**src/rtl/flag_pkg.sv**
```systemverilog
// rtl/flag_pkg.sv - shared definitions for the NZCV flag write controller
//
// Purpose : condition-field encodings, NZCV bit indices, FSM state encoding
//           and the masked-merge helper used for direct flag writes.
// Ports   : none (package).
package flag_pkg;

  // ARM condition field encodings
  typedef enum logic [3:0] {
    COND_EQ = 4'b0000,
    COND_NE = 4'b0001,
    COND_CS = 4'b0010,
    COND_CC = 4'b0011,
    COND_MI = 4'b0100,
    COND_PL = 4'b0101,
    COND_VS = 4'b0110,
    COND_VC = 4'b0111,
    COND_HI = 4'b1000,
    COND_LS = 4'b1001,
    COND_GE = 4'b1010,
    COND_LT = 4'b1011,
    COND_GT = 4'b1100,
    COND_LE = 4'b1101,
    COND_AL = 4'b1110,
    COND_NV = 4'b1111
  } cond_e;

  // NZCV bit positions within the 4-bit flag vector
  localparam int FLAG_N = 3;
  localparam int FLAG_Z = 2;
  localparam int FLAG_C = 1;
  localparam int FLAG_V = 0;

  // MSR handshake FSM
  typedef enum logic {
    ST_IDLE = 1'b0,
    ST_ACK  = 1'b1
  } state_e;

  // Replace only the bits selected by mask, keep the rest of the old flags
  function automatic logic [3:0] msr_merge(input logic [3:0] old_flags,
                                           input logic [3:0] new_flags,
                                           input logic [3:0] mask);
    return (old_flags & ~mask) | (new_flags & mask);
  endfunction

endpackage

```
**src/rtl/cond_eval.sv**
```systemverilog
// rtl/cond_eval.sv - combinational ARM condition-code evaluator
//
// Purpose : decide whether a condition field passes for a given NZCV value.
// Ports   : COND [3:0] in  - condition field (EQ=0000 .. AL=1110, NV=1111)
//           F    [3:0] in  - NZCV flags (N=3, Z=2, C=1, V=0)
//           pass       out - condition result
module cond_eval
  import flag_pkg::*;
(
  input  logic [3:0] COND,
  input  logic [3:0] F,
  output logic       pass
);

  logic n, z, c, v;

  assign n = F[FLAG_N];
  assign z = F[FLAG_Z];
  assign c = F[FLAG_C];
  assign v = F[FLAG_V];

  always_comb begin
    pass = 1'b0;
    case (COND)
      COND_EQ: pass = z;
      COND_NE: pass = ~z;
      COND_CS: pass = c;
      COND_CC: pass = ~c;
      COND_MI: pass = n;
      COND_PL: pass = ~n;
      COND_VS: pass = v;
      COND_VC: pass = ~v;
      COND_HI: pass = c & ~z;
      COND_LS: pass = ~c | z;
      COND_GE: pass = (n == v);
      COND_LT: pass = (n != v);
      COND_GT: pass = ~z & (n == v);
      COND_LE: pass = z | (n != v);
      COND_AL: pass = 1'b1;
      default: pass = 1'b0;  // NV never passes
    endcase
  end

endmodule

```
**src/rtl/flag_write_ctrl.sv**
```systemverilog
// rtl/flag_write_ctrl.sv - arbitrated NZCV flag register with MSR handshake
//
// Purpose : holds the architectural NZCV flags, arbitrates between ALU flag
//           writes and masked MSR writes (ALU first, MSR forced after
//           MSR_WAIT_MAX consecutive losses) and registers condition results.
// Config  : FLAG_BYPASS_EN - when defined, condition evaluation sees the
//           flags being written in the same cycle; otherwise the current ones.
// Ports   : CLK, RST_N (async, active-low)
//           ALU_VALID, ALU_S, ALU_FLAGS[3:0]  - ALU flag write request
//           MSR_REQ, MSR_FLAGS[3:0], MSR_MASK[3:0], MSR_ACK - MSR handshake
//           COND_VALID, COND[3:0] -> COND_PASS, COND_PASS_VALID
//           FLAGS[3:0], FLAG_WE - flag state and delayed write pulse
//           STALL - ALU write refused this cycle
module flag_write_ctrl
  import flag_pkg::*;
#(
  parameter int MSR_WAIT_MAX = 4
) (
  input  logic       CLK,
  input  logic       RST_N,
  input  logic       ALU_VALID,
  input  logic       ALU_S,
  input  logic [3:0] ALU_FLAGS,
  input  logic       MSR_REQ,
  input  logic [3:0] MSR_FLAGS,
  input  logic [3:0] MSR_MASK,
  input  logic       COND_VALID,
  input  logic [3:0] COND,
  output logic [3:0] FLAGS,
  output logic       FLAG_WE,
  output logic       MSR_ACK,
  output logic       STALL,
  output logic       COND_PASS,
  output logic       COND_PASS_VALID
);

  localparam logic [3:0] WAIT_MAX = 4'(MSR_WAIT_MAX);

  state_e     state;
  logic [3:0] wait_cnt;
  logic       wr_pend;   // a flag write happened at the last edge
  logic       alu_wr;
  logic       msr_wr;
  logic       msr_win;
  logic       alu_grant;
  logic [3:0] flags_next;
  logic [3:0] cond_flags;
  logic       pass;

  assign alu_wr    = ALU_VALID & ALU_S;
  assign msr_wr    = MSR_REQ & (state == ST_IDLE);
  // MSR only beats a live ALU write once it has waited its full budget
  assign msr_win   = msr_wr & (~alu_wr | (wait_cnt == WAIT_MAX));
  assign alu_grant = alu_wr & ~msr_win;
  assign STALL     = RST_N & alu_wr & msr_win;

  always_comb begin
    flags_next = FLAGS;
    if (alu_grant) begin
      flags_next = ALU_FLAGS;
    end else if (msr_win) begin
      flags_next = msr_merge(FLAGS, MSR_FLAGS, MSR_MASK);
    end
  end

`ifdef FLAG_BYPASS_EN
  assign cond_flags = flags_next;
`else
  assign cond_flags = FLAGS;
`endif

  cond_eval u_cond_eval (
    .COND (COND),
    .F    (cond_flags),
    .pass (pass)
  );

  always_ff @(posedge CLK or negedge RST_N) begin
    if (!RST_N) begin
      state           <= ST_IDLE;
      wait_cnt        <= 4'd0;
      wr_pend         <= 1'b0;
      FLAGS           <= 4'b0000;
      FLAG_WE         <= 1'b0;
      MSR_ACK         <= 1'b0;
      COND_PASS       <= 1'b0;
      COND_PASS_VALID <= 1'b0;
    end else begin
      FLAGS           <= flags_next;
      // an MSR grant counts as a write even when the mask leaves FLAGS intact
      wr_pend         <= msr_win | (flags_next != FLAGS);
      FLAG_WE         <= wr_pend;
      COND_PASS_VALID <= COND_VALID;
      COND_PASS       <= pass;

      if (!MSR_REQ || msr_win) begin
        wait_cnt <= 4'd0;
      end else if (msr_wr && alu_grant && (wait_cnt != WAIT_MAX)) begin
        wait_cnt <= wait_cnt + 4'd1;
      end

      case (state)
        ST_IDLE: begin
          if (msr_win) begin
            state   <= ST_ACK;
            MSR_ACK <= 1'b1;
          end else begin
            MSR_ACK <= 1'b0;
          end
        end
        ST_ACK: begin
          state   <= ST_IDLE;
          MSR_ACK <= 1'b0;
        end
        default: begin
          state   <= ST_IDLE;
          MSR_ACK <= 1'b0;
        end
      endcase
    end
  end

endmodule

```
**config.mk**
```make
export PLATFORM = sky130hd
export DESIGN_NAME = flag_write_ctrl
export DESIGN_NICKNAME = d
export VERILOG_FILES = /design/src/rtl/flag_pkg.sv /design/src/rtl/cond_eval.sv /design/src/rtl/flag_write_ctrl.sv
export SDC_FILE = /design/constraint.sdc
export NUM_CORES = 1
export LEC_CHECK = 0
export CAP_MARGIN = 0
export CORE_MARGIN = 4
export CORE_UTILIZATION = 45
export CTS_CLUSTER_DIAMETER = 40
export CTS_CLUSTER_SIZE = 40
export DETAILED_ROUTE_END_ITERATION = 6
export HOLD_SLACK_MARGIN = 0.15
export PLACE_DENSITY = 0.89
export SLEW_MARGIN = 20
export SYNTH_ARGS = -nofsm -noshare
export SYNTH_HDL_FRONTEND = slang
export SYNTH_SLANG_ARGS = --single-unit
```
**constraint.sdc**
```tcl
create_clock -name CLK -period 4.2 [get_ports CLK]
set_clock_uncertainty 0.05 [all_clocks]
set_input_delay 0.84 -clock CLK [delete_from_list [all_inputs] [get_ports CLK]]
set_output_delay 0.84 -clock CLK [all_outputs]
set_load 0.02 [all_outputs]
```
== Word level (Yosys, flattened, before mapping) ==
Cells that the tools add are included.

* Flip-flop bits (word level): 13
* Word-level logic and storage cells: 63
* Input port bits: 22

* Bitwise gates (word level): 23
* $add $sub $neg: 1
* Eq/ne operators: 19
* Reductions and logical operators: 6
* Muxes and demuxes: 7

{| class="wikitable"
|+ Operator list
! operator !! count
|-
| $eq 4x4->1 const B || 7
|-
| $eq 4x3->1 const B || 5
|-
| $mux 4 || 4
|-
| $pmux 1 s15 || 1
|-
| $and 1x1->1 || 8
|-
| $and 4x4->4 || 2
|-
| $eq 4x2->1 const B || 2
|-
| $not 1->1 || 7
|-
| $add 4x1->4 const B || 1
|-
| $eq 4x1->1 const B || 1
|-
| $logic_not 4->1 || 1
|-
| $ne 4x3->1 const B || 1
|-
| $ne 4x4->1 || 1
|-
| $not 4->4 || 1
|-
| $or 1x1->1 || 4
|-
| $or 4x4->4 || 1
|-
| $logic_and 1x1->1 || 2
|-
| $pmux 1 s2 || 1
|-
| $reduce_bool 2->1 || 1
|-
| $eq 1x1->1 || 1
|-
| $logic_not 1->1 || 1
|-
| $logic_or 1x1->1 || 1
|-
| $mux 1 || 1
|-
| $ne 1x1->1 || 1
|}

== Longest topological paths before layout ==
* Depth after elaboration: 10
* Mapped depth: 7
* Gate-level depth less buffers: 7

== Cells and area by module ==
Synthesis repeated with hierarchy kept, for this count alone.

* Cell total of the unflattened synthesis: 101
* Area total of the unflattened synthesis: 965.9 sq um

{| class="wikitable"
|+ By module, submodules not included
! module !! area an instance (sq um) !! cells each !! seq. area each (sq um) !! instances
|-
| flag_write_ctrl || 772.0 || 73 || 325.3 || 1
|-
| cond_eval || 193.9 || 28 || 0.0 || 1
|}

== Worst setup path after synthesis ==
No wires, ideal clock.

* Path kind: input-to-output
* Start: input ALU_VALID
* End: output STALL
* Data required time: 3.310 ns
* Stages: 4
* Arrival: 1.653 ns
* Buffers on the path: 1
* Path slack: 1.657 ns
* Path through: and2_1 -> buf_2 -> a21oi_1 -> and3_1

* Word-level cells in the longest chain between the ends: 5
* Elaborated cells between the ends (all ways): 6
* Classes of those cells: bitwise (6)

{| class="wikitable"
|+ Ends and longest elaborated chain
! item !! RTL line !! source
|-
| from (decl) || flag_write_ctrl.sv:21 || <nowiki>input logic ALU_VALID,</nowiki>
|-
| $and 1x1->1 * || flag_write_ctrl.sv:50 || <nowiki>assign alu_wr = ALU_VALID & ALU_S;</nowiki>
|-
| $not 1->1 || flag_write_ctrl.sv:53 || <nowiki>assign msr_win = msr_wr & (~alu_wr | (wait_cnt == WAIT_MAX));</nowiki>
|-
| $or 1x1->1 || flag_write_ctrl.sv:53 ||
|-
| $and 1x1->1 || flag_write_ctrl.sv:53 ||
|-
| $and 1x1->1 * || flag_write_ctrl.sv:55 || <nowiki>assign STALL = RST_N & alu_wr & msr_win;</nowiki>
|-
| to (decl) || flag_write_ctrl.sv:32 || <nowiki>output logic STALL,</nowiki>
|}

Mark *: on every way between the ends. The rest lies on a longest branch, timed or not.

== Worst setup path in the final report ==
Same ends and word-level chain as after synthesis.

==> qor.csv <==
metric,value,unit
result_of_the_run,"finished, final reports clean",
setup_repair_after_global_routing_missed_its_margin,no,
grt_overflow_total,0,
layout-area-overhead-vs-synth,40.32,%
cp_slowest_stage_delay,0.62,ns
synth_enable_flop_cells,0,
insertion_delay,0.28,ns
worst_setup_sp_type,input pin,
cellLeakagePower,0.4973,nW
report.final.hold_viol_count,0,
io-pin-count,31,
sum_of_negative_setup_slack,0,ns
crit_path_end_kind,primary output,
slowest_stage,sky130_fd_sc_hd__clkdlybuf4s50_1,
clock_net_sink_count,13,
cts_max_level,1,
final_core_utilization,0.6787,
antenna_left,0,
nets,153,
insertedDiodeCount,0,
post_layout_instance_area,0.001197,mm²
period_minus_slack,3.559,ns
postSynth.asyncResetShare,1.000,
wire_per_inst,13.40,µm
ys_types,35,
worst_reg_to_reg_path_cell_count,7,
placement.io_buffers,30,
power_density,290.3,mW/mm²
vias,818,
place.gp.congestion,0.8716,
whs,0.3214,ns
grt_max_degree,15,
placement.cell_area,0.001171,mm²
worstHoldEndpoint,FLAG_WE$_DFF_PN0_,
post_synth_fa_ha_maj_area_fraction,0.02933,
cts_resized,0,
cts.reportedPaths.clkPinSlew,0.08,ns
cts.hold.buffers_added,0,
cts-root-to-sink-buffers,2,
clock.fmax,0.2810,GHz
grt.total_usage,0.1758,
crit_required,3.31,ns
cellInternalPower,0.2397,mW
post-layout-total-power,0.3476,mW
cp_data_arrival_time,2.67,ns
die_width,51.55,µm
layout.cells.most_common_list,"sky130_fd_sc_hd__clkdlybuf4s50_1, sky130_fd_sc_hd__dfrtp_1, sky130_fd_sc_hd__nand2_1, sky130_fd_sc_hd__nor2_1, sky130_fd_sc_hd__inv_1",
drt_first_pass_iters,4,
power.switching,0.1079,mW
core_area,0.001764,mm²
timing.hold.worst.start,wr_pend$_DFF_PN0_,
combinationalPowerShare,0.342,
postCtsSetupRepairBufs,0,
worst_reg2reg_startpoint,wait_cnt[0]$_DFFE_PN0P_,
critical_path_class,in2out,
cts-buffers-inserted,3,
cts_tree,built,
post-route-drc-count,0,
synth.yosys.warnings,0,
min-delay-path-class,reg2reg,
floorplan.rows,15,
irDropWorstVdd,0.2028,mV
dieArea,0.002657,mm²
finalWirelength,2050,µm
postSynthRegisterBits,13,
worst_slew_margin_rel,0.7444,
synth_seq_area_share,0.3812,
power_frac_seq,0.439,
number_of_global_route_vias_before_repair,763,
most_common_cell_after_layout_fill_and_taps_aside,sky130_fd_sc_hd__clkdlybuf4s50_1,
final_report_setup_violation_count,0,
clk_root_buffer_cell,sky130_fd_sc_hd__clkbuf_4,
fillCellCount,149,
layout_worst_path_cycle_share,0.8474,
synth.mux.area_fraction,0.05865,
synth_simple_gate_area_frac,0.2302,
worst_r2r_endpoint,wr_pend$_DFF_PN0_,
proportion_of_layout_cells_with_a_drive_suffix_above_1,0.06250,
power.switching_fraction,0.3104,
worstMarginPinSlew,0.3834,ns
timing.critical_path.fanout_max,7,
ff2ff_setup_slack,2.37,ns
detailed_place_hpwl,1614,µm
floorplan.die.height,51.55,µm
maximum_capacitance_violations,0,
worst_path_cell_trace,clkdlybuf4s50_1 -> and2_1 -> a21oi_1 -> and3_1 -> clkdlybuf4s50_1,
route.detailed.vias_per_inst,5.346,
syn_avg_cell_area,8.889,µm²
detail_route.iter0.violations,12,
synth_cells,96,
antenna_found_initial,0,
initial_utilization,0.4837,
synthesis.area,853.3,µm²
crit_path_frequent_cell,sky130_fd_sc_hd__clkdlybuf4s50_1,
synthesis.nets,120,
combinational_family_with_the_most_area_after_synthesis,simple AND/OR/NAND/NOR gates,
synth_flop_cell,sky130_fd_sc_hd__dfrtp_1,
min_delay_path_depth,0,
complex_gate_fraction_of_the_synthesized_area,0.1877,
synth_xor_xnor_area_share,0.06158,
share_clk_of_total_power,0.220,
slew_violations,0,
first_pass_grt_wire_length,3367,µm
power by group through the flow:
stage | sequential, mW | combinational, mW | clock, mW
floorplan | 0.165 | 0.0517 | 0
global placement | 0.155 | 0.117 | 0
detailed placement | 0.155 | 0.119 | 0
CTS | 0.153 | 0.119 | 0.0798
global route | 0.155 | 0.129 | 0.0859
finish | 0.153 | 0.119 | 0.0764
per-stage QoR:
step	setup slack, ns	cells
2_1_floorplan	1.657	96
3_5_place_dp	0.6763	149
4_1_cts	0.6770	153
5_1_grt	0.5701	153
6_report	0.6410	153
3_3_place_gp	0.7375	149
critical path, delay by kind of cell:
family / cells / cell delay (ns)
AOI/OAI and AO/OA: 1 / 0.33
buffers and inverters: 2 / 1.05
and+or+nand+nor: 2 / 0.45
worst max path at each step:
stage          startpoint  cells past startpoint     to
2_1_floorplan   ALU_VALID                      4  STALL
3_5_place_dp    ALU_VALID                      5  STALL
3_3_place_gp      MSR_REQ                      5  STALL
6_report        ALU_VALID                      5  STALL
5_1_grt         ALU_VALID                      5  STALL
4_1_cts         ALU_VALID                      5  STALL
synthesized netlist by cell type, types with 2 or more instances:
cell type,instances,area [µm²]
sky130_fd_sc_hd__a21boi_0,3,22.52
sky130_fd_sc_hd__a21oi_1,5,25.02
sky130_fd_sc_hd__a31oi_1,2,12.51
sky130_fd_sc_hd__and2_1,3,18.77
sky130_fd_sc_hd__and3_1,2,12.51
sky130_fd_sc_hd__dfrtp_1,13,325.3
sky130_fd_sc_hd__ha_1,2,25.02
sky130_fd_sc_hd__inv_1,6,22.52
sky130_fd_sc_hd__mux2i_1,5,50.05
sky130_fd_sc_hd__nand2_1,11,41.29
sky130_fd_sc_hd__nand3_1,2,10.01
sky130_fd_sc_hd__nand3b_1,2,15.01
sky130_fd_sc_hd__nor2_1,8,30.03
sky130_fd_sc_hd__nor2b_1,2,12.51
sky130_fd_sc_hd__o21ai_0,5,25.02
sky130_fd_sc_hd__o22ai_1,2,12.51
sky130_fd_sc_hd__xnor2_1,5,43.79
flip-flops by register name, summed over array words and instances (netlist names):
register / cells
wr_pend: 1
COND_PASS: 1
state: 1
FLAG_WE: 1
wait_cnt: 4
COND_PASS_VALID: 1
FLAGS: 4
final cells by class:
| class | count | area, µm² | area share |
|---|---|---|---|
| Timing Repair Buffer | 31 | 307.8 | 0.2571 |
| Sequential cell | 13 | 325.3 | 0.2717 |
| Multi-Input combinational cell | 74 | 484.2 | 0.4044 |
| Tap cell | 25 | 31.28 | 0.02612 |
| Clock buffer | 4 | 26.28 | 0.02194 |
| Inverter | 6 | 22.52 | 0.01881 |
cells by family (layout without fill, tap and decap cells):
kind of cell | count (synthesis) | after routing
flip-flops | 13 | 13
adder cells (fa/ha/maj) | 2 | 2
XOR/XNOR | 6 | 6
buffers and inverters | 9 | 41
AO/OA/AOI/OAI | 24 | 24
multiplexers | 5 | 5
AND/OR/NAND/NOR | 37 | 37
metal layers:
| metal | GRT usage | share of wire | vias up |
|---|---|---|---|
| met5 | 0 | 0 | - |
| li1 | - | - | 404 |
| met1 | 0.1886 | 0.39 | 381 |
| met3 | 0.05731 | 0.081 | 5 |
| met4 | 0.09170 | 0.017 | 0 |
| met2 | 0.3051 | 0.51 | 28 |
(Power assumes the default switching activity.)
